`config.mk`:
```
export PLATFORM = sky130hd
export DESIGN_NAME = key_event_ctrl
export DESIGN_NICKNAME = d
export VERILOG_FILES = /design/src/rtl/key_pkg.sv /design/src/rtl/key_sync.sv /design/src/rtl/key_event_ctrl.sv
export SDC_FILE = /design/constraint.sdc
export NUM_CORES = 1
export LEC_CHECK = 0
export CAP_MARGIN = 30
export CORE_MARGIN = 4
export CORE_UTILIZATION = 50
export CTS_CLUSTER_DIAMETER = 120
export CTS_CLUSTER_SIZE = 28
export DETAILED_ROUTE_END_ITERATION = 7
export DONT_BUFFER_PORTS = 1
export PLACE_DENSITY = 0.76
export SYNTH_ARGS = -nofsm -noshare
export SYNTH_HDL_FRONTEND = slang
export SYNTH_SLANG_ARGS = --single-unit
```
`constraint.sdc`:
```
create_clock -name sys_clk -period 2.21 [get_ports sys_clk]
set_input_delay 0.221 -clock sys_clk [delete_from_list [all_inputs] [get_ports sys_clk]]
set_output_delay 0.221 -clock sys_clk [all_outputs]
set_load 0.05 [all_outputs]
```
`src/rtl/key_pkg.sv`:
```
// Shared types and default timing for the single-key event controller.
// Used by key_event_ctrl; the optional double-click feature is KEY_DOUBLE_CLICK_EN.
package key_pkg;

  localparam int CNT_W = 26;

  localparam logic [CNT_W-1:0] CNT_DEB_DEF  = 26'd999_999;
  localparam logic [CNT_W-1:0] CNT_LONG_DEF = 26'd49_999_999;
  localparam logic [CNT_W-1:0] CNT_DBL_DEF  = 26'd14_999_999;
  localparam logic [CNT_W-1:0] CNT_ONE      = 26'd1;

  typedef enum logic [2:0] {
    IDLE      = 3'd0,
    DEB_DN    = 3'd1,
    PRESSED   = 3'd2,
    LONG_HELD = 3'd3,
    DEB_UP    = 3'd4,
    WAIT_DBL  = 3'd5
  } key_state_e;

  // The hold level covers the release debounce so a bouncing release never drops it.
  function automatic logic is_hold(input key_state_e st);
    return (st == PRESSED) || (st == LONG_HELD) || (st == DEB_UP);
  endfunction

endpackage

```
`src/rtl/key_sync.sv`:
```
// Two-flop synchroniser for the raw key pin; resets to the released level (1).
module key_sync (
  input  logic sys_clk,
  input  logic sys_rst_n,
  input  logic i_d,
  output logic o_q
);

  logic r_s1;
  logic r_s2;

  always_ff @(posedge sys_clk or negedge sys_rst_n) begin
    if (!sys_rst_n) begin
      r_s1 <= 1'b1;
      r_s2 <= 1'b1;
    end else begin
      r_s1 <= i_d;
      r_s2 <= r_s1;
    end
  end

  assign o_q = r_s2;

endmodule

```
`src/rtl/key_event_ctrl.sv`:
```
// Single-key debounce and press classifier (short / long / optional double click).
// Double-click detection is enabled by defining KEY_DOUBLE_CLICK_EN.
module key_event_ctrl
  import key_pkg::*;
#(
  parameter logic [CNT_W-1:0] CNT_DEB  = CNT_DEB_DEF,
  parameter logic [CNT_W-1:0] CNT_LONG = CNT_LONG_DEF,
  parameter logic [CNT_W-1:0] CNT_DBL  = CNT_DBL_DEF
) (
  input  logic sys_clk,
  input  logic sys_rst_n,
  input  logic key_in,
  output logic key_hold,
  output logic key_short,
  output logic key_long,
  output logic key_double
);

  if ((CNT_DEB < 2) || (CNT_LONG < 2) || (CNT_DBL < 2)) begin : g_bad_cfg
    $error("key_event_ctrl: every CNT_* must be at least 2");
  end

  logic       w_key_s;
  key_state_e r_state;
  key_state_e w_state_nxt;
  logic [CNT_W-1:0] r_cnt;
  logic       w_timed;
  logic       r_was_long;
  logic       w_was_long_nxt;
  logic       r_short;
  logic       w_short_nxt;
  logic       r_long;
  logic       w_long_nxt;
`ifdef KEY_DOUBLE_CLICK_EN
  logic       r_second;
  logic       w_second_nxt;
  logic       r_double;
  logic       w_double_nxt;
`endif

  key_sync u_sync (
    .sys_clk   (sys_clk),
    .sys_rst_n (sys_rst_n),
    .i_d       (key_in),
    .o_q       (w_key_s)
  );

  always_ff @(posedge sys_clk or negedge sys_rst_n) begin
    if (!sys_rst_n) begin
      r_state    <= IDLE;
      r_was_long <= 1'b0;
      r_short    <= 1'b0;
      r_long     <= 1'b0;
`ifdef KEY_DOUBLE_CLICK_EN
      r_second   <= 1'b0;
      r_double   <= 1'b0;
`endif
    end else begin
      r_state    <= w_state_nxt;
      r_was_long <= w_was_long_nxt;
      r_short    <= w_short_nxt;
      r_long     <= w_long_nxt;
`ifdef KEY_DOUBLE_CLICK_EN
      r_second   <= w_second_nxt;
      r_double   <= w_double_nxt;
`endif
    end
  end

  assign w_timed = (r_state == DEB_DN) || (r_state == PRESSED) ||
                   (r_state == DEB_UP) || (r_state == WAIT_DBL);

  // One timer serves every window: it restarts on any state change and saturates.
  always_ff @(posedge sys_clk or negedge sys_rst_n) begin
    if (!sys_rst_n) begin
      r_cnt <= '0;
    end else if (w_state_nxt != r_state) begin
      r_cnt <= '0;
    end else if (w_timed && (r_cnt != {CNT_W{1'b1}})) begin
      r_cnt <= r_cnt + CNT_ONE;
    end
  end

  always_comb begin
    w_state_nxt    = r_state;
    w_was_long_nxt = r_was_long;
    w_short_nxt    = 1'b0;
    w_long_nxt     = 1'b0;
`ifdef KEY_DOUBLE_CLICK_EN
    w_second_nxt   = r_second;
    w_double_nxt   = 1'b0;
`endif
    case (r_state)
      IDLE: begin
        if (!w_key_s) w_state_nxt = DEB_DN;
      end
      DEB_DN: begin
        if (w_key_s) begin
          w_state_nxt = IDLE;
`ifdef KEY_DOUBLE_CLICK_EN
          // A bounced second press still owes the first click its short pulse.
          if (r_second) begin
            w_short_nxt  = 1'b1;
            w_second_nxt = 1'b0;
          end
`endif
        end else if (r_cnt == CNT_DEB) begin
          w_state_nxt    = PRESSED;
          w_was_long_nxt = 1'b0;
        end
      end
      PRESSED: begin
        if (w_key_s) begin
          w_state_nxt = DEB_UP;
        end else if (r_cnt == CNT_LONG) begin
          w_state_nxt    = LONG_HELD;
          w_long_nxt     = 1'b1;
          w_was_long_nxt = 1'b1;
        end
      end
      LONG_HELD: begin
        if (w_key_s) w_state_nxt = DEB_UP;
      end
      DEB_UP: begin
        if (!w_key_s) begin
          w_state_nxt = r_was_long ? LONG_HELD : PRESSED;
        end else if (r_cnt == CNT_DEB) begin
          w_state_nxt = IDLE;
          if (r_was_long) begin
`ifdef KEY_DOUBLE_CLICK_EN
            w_second_nxt = 1'b0;
`endif
          end else begin
`ifdef KEY_DOUBLE_CLICK_EN
            if (r_second) begin
              w_double_nxt = 1'b1;
              w_second_nxt = 1'b0;
            end else begin
              w_state_nxt = WAIT_DBL;
            end
`else
            w_short_nxt = 1'b1;
`endif
          end
        end
      end
`ifdef KEY_DOUBLE_CLICK_EN
      WAIT_DBL: begin
        if (!w_key_s) begin
          w_state_nxt  = DEB_DN;
          w_second_nxt = 1'b1;
        end else if (r_cnt == CNT_DBL) begin
          w_state_nxt = IDLE;
          w_short_nxt = 1'b1;
        end
      end
`endif
      default: w_state_nxt = IDLE;
    endcase
  end

  assign key_hold  = is_hold(r_state);
  assign key_short = r_short;
  assign key_long  = r_long;
`ifdef KEY_DOUBLE_CLICK_EN
  assign key_double = r_double;
`else
  assign key_double = 1'b0;
`endif

endmodule

```
== After elaboration in Yosys (flattened, before gate mapping) ==
Cells that the tools add are included.

* Bits in registers: 34
* Latch bits: 0
* Memory bits (writable): 0
* Bits in read-only memories: 0
* Input port bits: 3
* Output and inout bits: 4
* Logic and storage cells: 55
* Memories kept: 0

* $add $sub $neg: 1
* $mul: 0
* Divide/modulo/power cells: 0
* $lt $le $gt $ge: 0
* Equal/unequal tests: 13
* Shift-type cells: 0
* Multiplexer cells: 24
* Bitwise operators: 0
* Reductions and logical operators: 10

{| class="wikitable"
|+ Operator list
! kind !! number
|-
| 2-to-1 mux 26 bit || 2
|-
| adder 26 x 1 -> 26 bit (second input constant) || 1
|-
| equality test 26 x 20 -> 1 bit (second input constant) || 1
|-
| equality test 26 bit (second input constant) || 1
|-
| inequality test 26 bit (second input constant) || 1
|-
| 2-to-1 mux 3 bit || 8
|-
| one-hot mux 3 bit (5 select lines) || 1
|-
| 2-to-1 mux 1 bit || 12
|-
| equality test 3 x 2 -> 1 bit (second input constant) || 2
|-
| equality test 3 bit (second input constant) || 2
|-
| inequality test 2 bit (second input constant) || 3
|-
| logical OR 1 bit || 5
|-
| AND reduction 5 bit || 1
|-
| nonzero test 2 bit || 2
|-
| equality test 3 x 1 -> 1 bit (second input constant) || 1
|-
| logical NOT 3 bit || 1
|-
| inequality test 3 bit || 1
|-
| inequality test 2 x 1 -> 1 bit (second input constant) || 1
|-
| one-hot mux 1 bit (2 select lines) || 1
|-
| logical AND 1 bit || 1
|}

== Depth between registers and ports, before layout ==
* Word-level depth: 7
* Gate-level depth with buffers: 8
* Mapped depth without buffers: 6

== Modules after synthesis ==
From an unflattened synthesis, not the netlist that was laid out.

* Cell total of the unflattened synthesis: 210
* Area, all modules: 1981.9 um2

{| class="wikitable"
|+ By module, submodules not included
! module !! times used !! cells an instance !! area an instance (um2) !! sequential area each (um2)
|-
| key_event_ctrl || 1 || 208 || 1929.4 || 800.8
|-
| key_sync || 1 || 2 || 52.6 || 52.6
|}

== Least setup slack after synthesis ==
No wires, ideal clock.

* Kind: register -> register
* Start point: register r_cnt[8]
* End point: register r_cnt[23]
* Setup time: 0.137 ns
* Data arrival time: 2.098 ns
* Data required time: 2.073 ns
* Setup slack: -0.026 ns
* Cell stages (with the launch flop): 8
* Path buffers: 2
* Clock period less this slack: 2.236 ns
* Path through: dfrtp_1 -> or4_4 -> or4_4 -> nor3_2 -> or2_1 -> buf_6 -> buf_12 -> a22oi_2

* Cells in the longest elaborated chain, start to end: 6
* Elaborated cells on any way between the ends: 16
* Those cells by class: add/sub (1); eq/ne (4); mux (9); reduce/logical (2)

{| class="wikitable"
|+ RTL lines
! item !! RTL line !! source
|-
| start, declared || key_event_ctrl.sv:26 || <nowiki>logic [CNT_W-1:0] r_cnt;</nowiki>
|-
| start signal, assigned || key_event_ctrl.sv:80 || <nowiki>r_cnt <= r_cnt + CNT_ONE;</nowiki>
|-
| equality test 26 x 20 -> 1 bit / equality test 26 bit (equally long branches) || key_event_ctrl.sv:107, key_event_ctrl.sv:127, key_event_ctrl.sv:115 ||
|-
| 2-to-1 mux 3 bit, on equally long branches || key_event_ctrl.sv:127, key_event_ctrl.sv:107, key_event_ctrl.sv:115 ||
|-
| 2-to-1 mux 3 bit, on equally long branches || key_event_ctrl.sv:125, key_event_ctrl.sv:98, key_event_ctrl.sv:113 ||
|-
| one-hot mux 3 bit (5 select lines) || key_event_ctrl.sv:93 || <nowiki>case (r_state)</nowiki>
|-
| inequality test 3 bit || key_event_ctrl.sv:77 || <nowiki>end else if (w_state_nxt != r_state) begin</nowiki>
|-
| 2-to-1 mux 26 bit / nonzero test 2 bit (equally long branches) || n/a ||
|}

Several ways; a longest one is shown, not always the timed one. The select of a mux whose other input is x is not followed.
A chain may end at the register's enable or synchronous reset.

== Worst setup path after layout ==
* Start point: register r_cnt[18]
* End point: register r_cnt[25]

The elaborated chain is that of the path after synthesis.

==> out/results.ini <==
[yosys]
synth_cell_types = 50
avgSynthCellArea_um2 = 10.1
synth_edf_count = 0
synthMuxAreaShare = 0.00474
netlist_area_mm2 = 0.00211
synth-xor-area-share = 0.0747
synth_top_family_by_area = simple AND/OR/NAND/NOR gates
synth-simple-area-share = 0.250
yosysWarnings = 0
ys_seq_elements = 34
synth-compound-area-share = 0.200
synth_fp_nets = 214
synth_fa_ha_area_frac = 0.00593
synth-seq-area-share = 0.404
ys.flop_type = dfrtp_1
synthArstFlopShare = 1.00
synth_cells = 210

[worst_setup_path]
critical-path-top-delay-family = simple AND/OR/NAND/NOR gates
critPathLaunchType = flop
cp_max_fo = 6
worstPathArrival_ns = 2.31
critPathBufInv = 0
critPathRequiredTime_ns = 2.42
setup.worst_path.end_class = flop
crit_path_frequent_cell = and4_1
critPathMaxStageDelay_ns = 0.53
criticalPathCategory = flop to flop
path_cells = and4_1, and4_1, a2111o_1, or4_1, a22oi_1
crit_slowest_cell = or4_1

[place]
place_hpwl_mm = 3.13
dp.cells = 280
portBuffers = 0
dpl-instance-area_mm2 = 0.00235
gp_congestion = 0.854

[run]
drv_cap = 0

[clock_network]
clk_pin_slew_ns = 0.07
cts_buffers = 5
root_buffer = clkbuf_8
cts_num_sinks = 34
clk_latency_ns = 0.29
htree_levels = 2
cts_tree = done
clock_path_buffers = 2

[pwr]
total_leakage_power_nw = 0.957
powerDensity_mw_per_mm2 = 471
ir_drop_v = 0.000341
totalPowerFinal_mw = 1.20

[drt]
drt-pass1-iter-count = 5
drt_wl_total_mm = 4.63
drtIter0Drc = 110
ant_nets = 0
route.detailed.drc = 0
avgRoutedWirePerCell_um = 15.8
via_per_inst = 5.90
vias = 1729

[timing]
rsz0062_at_grt = false
maxSlewHeadroom = 0.596
fin_tns_setup_ns = 0
period_minus_slack_ns = 2.10
setup_viol = 0
hold_viol = 0
fmax_ghz = 0.476
tightest_slew_ns = 0.590
slew_viol_final = 0
finalCritPeriodShare = 0.952
finalClockSkew_ns = 0.00669

[grt]
grt_pass1_vias = 1654
grt.busiest_layer = met2
grt_max_degree = 35
met1_usage = 0.256
track_usage = 0.191
gr-total-overflow = 0
antenna_found_initial = 0
grt_pass1_wl_mm = 7.84
use_met3 = 0.0427
grtUsageMet2 = 0.304

[floorplanning]
die_y_um = 73.0
die-area_mm2 = 0.00533
pin_count = 7
die_x_um = 73.0
start_util = 0.524
num_rows = 23
fp.coreArea_mm2 = 0.00403

[final_layout]
drive_gt1_frac = 0.333
design_area_mm2 = 0.00254
instances_no_fill = 293
final_core_util = 0.631
final_nets = 246
areaGrowthSynthToFinish_pct = 20.5
n_antenna_cell = 0

[status]
status = finished clean

[hold_path]
worst_hold_path_type = flop to flop

-- metal layers --
| layer | share of wire | wire length (µm) | vias to the layer above |
|---|---|---|---|
| li1 | - | - | 862 |
| met3 | 0.041 | 188 | 9 |
| met2 | 0.49 | 2250 | 46 |
| met5 | 0 | 0 | - |
| met1 | 0.46 | 2120 | 812 |
| met4 | 0.015 | 70 | 0 |
-- final cells by class --
cell class | instances | area, µm²
fillers | 324 | 1490
multi-input cells | 156 | 1150
flip-flops and latches | 34 | 853
repair buffers | 40 | 360
clock buffers | 6 | 82.6
well taps | 50 | 62.6
inverters | 5 | 18.8
clock inverters | 2 | 12.5
-- placed cells by master, fill, tap and decap left out, drive strengths merged, types with 6 or more instances in the layout --
cell / netlist / final
nand2: 12 / 12
a21oi: 21 / 21
nand3: 12 / 12
buf: 9 / 37
clkbuf: 6 / 7
nand4: 9 / 9
xnor2: 17 / 17
nor4: 10 / 10
and4: 7 / 7
a22oi: 9 / 9
o21ai: 6 / 6
dfrtp: 32 / 32
-- worst register-to-register path, delay by kind of cell, from the launching register on --
kind | cells | cell delay, ns
DFF | 1 | 0.39
AOI/OAI and AO/OA | 2 | 0.68
and+or+nand+nor | 3 | 0.95
-- sequential cells by signal (all words and copies together) (netlist names) --
register and flops:
u_sync.o_q 1, u_sync.r_s1 1, key_long 1, r_was_long 1
key_short 1, r_cnt 26, r_state 3
-- cell usage after synthesis, types with 3 or more instances --
cell / count / share of area
buf_2: 5 / 0.012
a211oi_1: 5 / 0.018
a22oi_1: 6 / 0.021
a21oi_1: 3 / 0.0071
nor4_1: 8 / 0.024
inv_1: 5 / 0.0089
dfrtp_1: 32 / 0.38
and3_1: 3 / 0.0089
a21oi_2: 18 / 0.075
a2111oi_0: 4 / 0.017
clkbuf_1: 6 / 0.011
a22oi_2: 3 / 0.018
and4_1: 6 / 0.025
or3_1: 5 / 0.015
nand3_1: 12 / 0.028
nand4_1: 9 / 0.027
o21ai_0: 6 / 0.014
xnor2_1: 17 / 0.071
nand2_1: 12 / 0.021
or4_1: 3 / 0.011
nor2_1: 4 / 0.0071
-- power by group --
group | internal (mW) | leakage [nW] | total (mW) | switching, mW
Clock | 0.250 | 0.0472 | 0.480 | 0.230
Combinational | 0.0310 | 0.445 | 0.0843 | 0.0533
Sequential | 0.630 | 0.465 | 0.634 | 0.00446
-- cell families after synthesis --
family | after synthesis
multiplexers | 1
AO/OA/AOI/OAI | 53
adder cells (fa/ha/maj) | 1
XOR/XNOR | 18
buffers and inverters | 20
AND/OR/NAND/NOR | 82
flip-flops | 34
other | 1
-- timing repair --
item | CTS | global route
setup endpoints to repair | 0 | 16
hold endpoints to repair | 35 | 0
hold buffers | 3 | 0
gates resized for setup | 0 | 5
setup buffers | 0 | 1
-- final timing paths --
path | start | end | slack, ns | depth (start not counted)
worst max register to register | r_cnt[18] | r_cnt[25] | 0.11 | 5
worst min-delay path | u_sync.r_s1 | u_sync.o_q | 0.36 | 0
worst max-delay path | r_cnt[18] | r_cnt[25] | 0.11 | 5
min in group asynchronous | sys_rst_n | r_cnt[5] | 0.38 | 2
max in group asynchronous | sys_rst_n | u_sync.r_s1 | 1.58 | 2
worst min register to register | u_sync.r_s1 | u_sync.o_q | 0.36 | 0
-- metrics by stage --
stage | hold WS [ns] | setup WS (ns)
6_report | 0.357 | 0.107
3_5_place_dp | -0.0735 | 0.0577
4_1_cts | 0.357 | 0.0183
3_3_place_gp | -0.0734 | 0.0758
2_1_floorplan | -0.0746 | 0.0281
5_1_grt | 0.360 | 0.0166
(Power assumes the default switching activity.)
